**src/rtl/adder_sequencer.sv**
```systemverilog
// adder_sequencer: drives an external 16-bit adder with registered operands,
// waits SETTLE_CYCLES for its result to settle, captures it and offers it on
// a valid/ready result port.
// Optional macro ADDER_SEQ_PIPE_EN: lets a new operand set be accepted in the
// same cycle the held result is drained, which removes the idle bubble.
//
// state  | meaning
// IDLE   | waiting for an operand request, in_ready high
// SETTLE | operands on the adder, counting down the settle time
// HOLD   | result captured, out_valid high until out_ready

module adder_sequencer #(
    parameter int SETTLE_CYCLES = 2
) (
    input  logic        clk,
    input  logic        rst,
    input  logic        in_valid,
    output logic        in_ready,
    input  logic [15:0] in_a,
    input  logic [15:0] in_b,
    input  logic        in_cin,
    output logic [15:0] add_a,
    output logic [15:0] add_b,
    output logic        add_cin,
    input  logic [15:0] add_sum,
    input  logic        add_overflow,
    output logic        out_valid,
    input  logic        out_ready,
    output logic [15:0] out_sum,
    output logic        out_overflow,
    output logic        busy,
    output logic [7:0]  op_count
);

    typedef enum logic [1:0] {
        IDLE   = 2'd0,
        SETTLE = 2'd1,
        HOLD   = 2'd2
    } state_t;

    localparam logic [3:0] CNT_LOAD = 4'(SETTLE_CYCLES - 1);

    state_t     state;
    logic [3:0] settle_cnt;
    logic       accept;

    // Request readiness: idle always; in HOLD only when the result drains this cycle
`ifdef ADDER_SEQ_PIPE_EN
    assign in_ready = (state == IDLE) || ((state == HOLD) && out_ready);
`else
    assign in_ready = (state == IDLE);
`endif

    assign accept = in_valid && in_ready;
    assign busy   = (state != IDLE);

    // Sequencer: operand capture, settle countdown, result capture and drain
    always_ff @(posedge clk) begin
        if (rst) begin
            state        <= IDLE;
            settle_cnt   <= 4'd0;
            add_a        <= 16'd0;
            add_b        <= 16'd0;
            add_cin      <= 1'b0;
            out_sum      <= 16'd0;
            out_overflow <= 1'b0;
            out_valid    <= 1'b0;
            op_count     <= 8'd0;
        end else begin
            case (state)
                IDLE: begin
                    if (accept) begin
                        add_a      <= in_a;
                        add_b      <= in_b;
                        add_cin    <= in_cin;
                        settle_cnt <= CNT_LOAD;
                        state      <= SETTLE;
                    end
                end
                SETTLE: begin
                    if (settle_cnt != 4'd0) begin
                        settle_cnt <= settle_cnt - 4'd1;
                    end else begin
                        out_sum      <= add_sum;
                        out_overflow <= add_overflow;
                        out_valid    <= 1'b1;
                        state        <= HOLD;
                    end
                end
                HOLD: begin
                    if (out_ready) begin
                        op_count  <= op_count + 8'd1;
                        out_valid <= 1'b0;
                        // accept can only be true here when pipelining is enabled
                        if (accept) begin
                            add_a      <= in_a;
                            add_b      <= in_b;
                            add_cin    <= in_cin;
                            settle_cnt <= CNT_LOAD;
                            state      <= SETTLE;
                        end else begin
                            state <= IDLE;
                        end
                    end
                end
                default: begin
                    state     <= IDLE;
                    out_valid <= 1'b0;
                end
            endcase
        end
    end

endmodule

```
**config.mk**
```make
export PLATFORM = sky130hd
export DESIGN_NAME = adder_sequencer
export DESIGN_NICKNAME = d
export VERILOG_FILES = /design/src/rtl/adder_sequencer.sv
export SDC_FILE = /design/constraint.sdc
export NUM_CORES = 1
export LEC_CHECK = 0
export ABC_AREA = 1
export BUFFER_PORTS_ARGS = -buffer_cell sky130_fd_sc_hd__buf_2
export CORE_ASPECT_RATIO = 1.1
export CORE_MARGIN = 2
export CORE_UTILIZATION = 42
export DETAILED_ROUTE_END_ITERATION = 8
export PLACE_DENSITY_LB_ADDON = 0.25
export SLEW_MARGIN = 40
export SYNTH_ARGS = -nofsm -noshare
export SYNTH_HDL_FRONTEND = slang
export SYNTH_SLANG_ARGS = --single-unit
```
**constraint.sdc**
```tcl
create_clock -name clk -period 1.12 [get_ports clk]
set_input_delay 0.224 -clock clk [delete_from_list [all_inputs] [get_ports clk]]
set_output_delay 0.224 -clock clk [all_outputs]
set_load 0.005 [all_outputs]
```
==> out/results.ini <==
[power_and_ir_drop]
power_mw = 6.518
p_leak_nw = 1.997
power_density_nw_per_um2 = 1544
ir_drop_mv = 1.034

[routing]
top_layer = met4
wl_met3_um = 375
drtPass1Iterations = 4
drt_iter0_drc = 74
dr_wl_met2_um = 3780
ant_nets = 0
wl_per_cell_um = 13.25
wirelength_um = 7393
num_vias = 2670
route.detailed.drc = 0
vias_per_cell = 4.785
met1_length_um = 3122

[clocking]
htree_levels = 3
clk-insertion-delay-late_ns = 0.33
cts_buffer_depth = 2
clock-sinks = 65
clk_pin_slew_ns = 0.07
cts_hold_buf = 0
cts_tree = built
cts-root-buf = clkbuf_8
numCtsBuffers = 9

[synthesis]
syn_avg_cell_area_um2 = 7.791
netlist-cell-type-count = 26
syn_area_um2 = 2509
syn_inst = 322
seq_area_frac_synth_pct = 51.87
ys_ff_latch = 65
ys_warn_count = 0
synthesis.nets = 379

[global_routing]
grt_pass1_wl_um = 10980
grt.overflow.total = 0
grt_max_degree = 31
antenna_found_initial = 0
track_usage_pct = 20.66
grt_pass1_vias = 2514

[outcome]
violations = setup timing
outcome = complete, but fails checks

[setup_path]
crit_buf_inv = 3
crit_path_cell_trace = inv_4 > ha_4 > nand2_4 > nor2_8 > buf_12 > inv_8 > nor2_2 > nor2_1
critical_path_peak_fanout = 6
start_kind = flip-flop
required_ns = 1.34
path_class = flip-flop to flip-flop
worst_ep_arrival_time_ns = 1.51
critPathTopFamily = simple AND/OR/NAND/NOR gates
max_stage_delay_ns = 0.33
cp-end-kind = flip-flop
cp_slowest_cell = dfxtp_2

[placement]
dp_hpwl_um = 4371
dpl_cell_area_um2 = 3331
port_buffers = 114
gp_congestion = 0.7888

[timing]
final_max_slew_viol_count = 0
fin_crit_sh_pct = 115.1
setup_violations = 61
hold_violations = 0
timing.fmax_ghz = 0.7755
slew-limit-headroom_pct = 86.47
finalClockSkew_ns = 0.006129
tightest_slew_ns = 0.2008
grt_setup_unrepaired = yes
period_needed_ns = 1.290
fin_setup_tns_ns = -7.400
setup_ws_ns = -0.1695

[finish]
final_area_um2 = 4223
antennaDiodeCount = 0
final_net_count = 534
area_growth_pct = 68.33
drive_gt1_share_pct = 55.30

[floorplanning]
ios = 115
fp.coreArea_um2 = 5769
initial_core_util_pct = 43.48
die_w_um = 77.69
die_area_um2 = 6608
dieHeight_um = 85.06
rows = 29

[worst_hold_path]
hp-class = input pin to flip-flop

[job]
max-cap-violations = 0

[per-stage QoR]
stage	worst slack, ns	hold WS, ns	instances	util, %
final	-0.1695	0.1118	558	73.19
after global routing	-0.2124	0.1110	558	73.19
after CTS	-0.1475	0.09821	547	64.58
after detailed placement	-0.2385	0.4461	522	57.73
after global placement	-0.2086	0.4300	522	57.73
after floorplan	-0.03227	0.3398	322	-
[state kept, by name, indices dropped and copies added (netlist names)]
| signal | cells |
|---|---|
| out_sum | 16 |
| add_a | 16 |
| state | 2 |
| add_b | 16 |
| out_valid | 1 |
| add_cin | 1 |
| out_overflow | 1 |
| op_count | 8 |
| settle_cnt | 4 |
[per-layer routing]
| layer | global-route usage (%) | vias up |
|---|---|---|
| met1 | 24.13 | 1239 |
| met5 | 0 | - |
| met2 | 36.76 | 81 |
| met4 | 9.091 | 0 |
| met3 | 3.723 | 13 |
| li1 | - | 1337 |
[worst paths after layout]
kind                              start                 endpoint  slack, ns  cells after the start
max reg2reg  settle_cnt[0]$_SDFFE_PP0P_  out_sum[8]$_SDFFE_PP0P_      -0.17                      8
min                            in_b[11]   add_b[11]$_SDFFE_PP0P_       0.11                      3
max          settle_cnt[0]$_SDFFE_PP0P_  out_sum[8]$_SDFFE_PP0P_      -0.17                      8
min reg2reg      out_valid$_SDFFE_PP0P_   out_valid$_SDFFE_PP0P_       0.47                      2
[cells in the mapped netlist, drive strengths merged]
master  instances  area, um2
a21oi           9      48.80
buf             9      61.31
clkbuf          6      26.27
dfxtp          65       1301
ha              3      37.54
inv            19      73.83
nand2          20      102.6
nand3           7      40.04
nand4           3      18.77
nor2          122      489.2
o21a            1      7.510
o21ai          55      275.3
xnor2           1      8.760
xor2            2      17.52
[tightest hold or removal path: cells and delay by family]
family / cells / cell delay [ns]
buf+inv: 1 / 0.07
simple gates: 2 / 0.11
[cell families (layout without fill, tap and decap cells)]
logic type      count (synthesis)  in the layout  share of synthesized area, %
simple gates                  152            153                         25.94
compound gates                 65             65                         13.22
flops                          65             65                         51.87
buf+inv                        34            192                         6.434
fa+ha+maj                       3              3                         1.496
xor+xnor                        3              3                         1.048
[final cells by class]
class | instances | area, um2
clock buffer | 12 | 155.1
clock inverter | 3 | 40.04
fill | 426 | 1546
inverter | 19 | 96.34
multi-input combinational | 224 | 1431
sequential | 65 | 1313
tap | 77 | 96.34
timing repair buffer | 155 | 1052
timing repair inverter | 3 | 38.79
[layout by cell type (no fill, tap or decap), types with 4 or more instances in the layout]
cell type,netlist,layout
dfxtp_2,0,9
buf_12,0,5
nand2_1,15,14
o21ai_1,4,5
nor2_2,0,22
a21oi_2,1,5
a21oi_1,8,4
inv_1,11,9
nor2_4,2,28
clkbuf_8,0,11
buf_4,4,24
buf_2,4,110
nor2_1,119,72
inv_2,7,6
o21ai_0,51,44
o21ai_2,0,6
buf_6,1,13
dfxtp_1,65,56
[power by group]
part	switching [mW]	internal [mW]
clock	0.843	1.13
combinational	0.951	0.889
sequential	0.135	2.57
total	1.93	4.59
[timing repair]
action | in CTS | in global routing
endpoints found under the setup margin | 62 | 71
cloned | 1 | 7
buffers inserted | 10 | 5
resized for setup | 29 | 107
pin swaps | 7 | 25
Power figures use the tool's default switching activity.
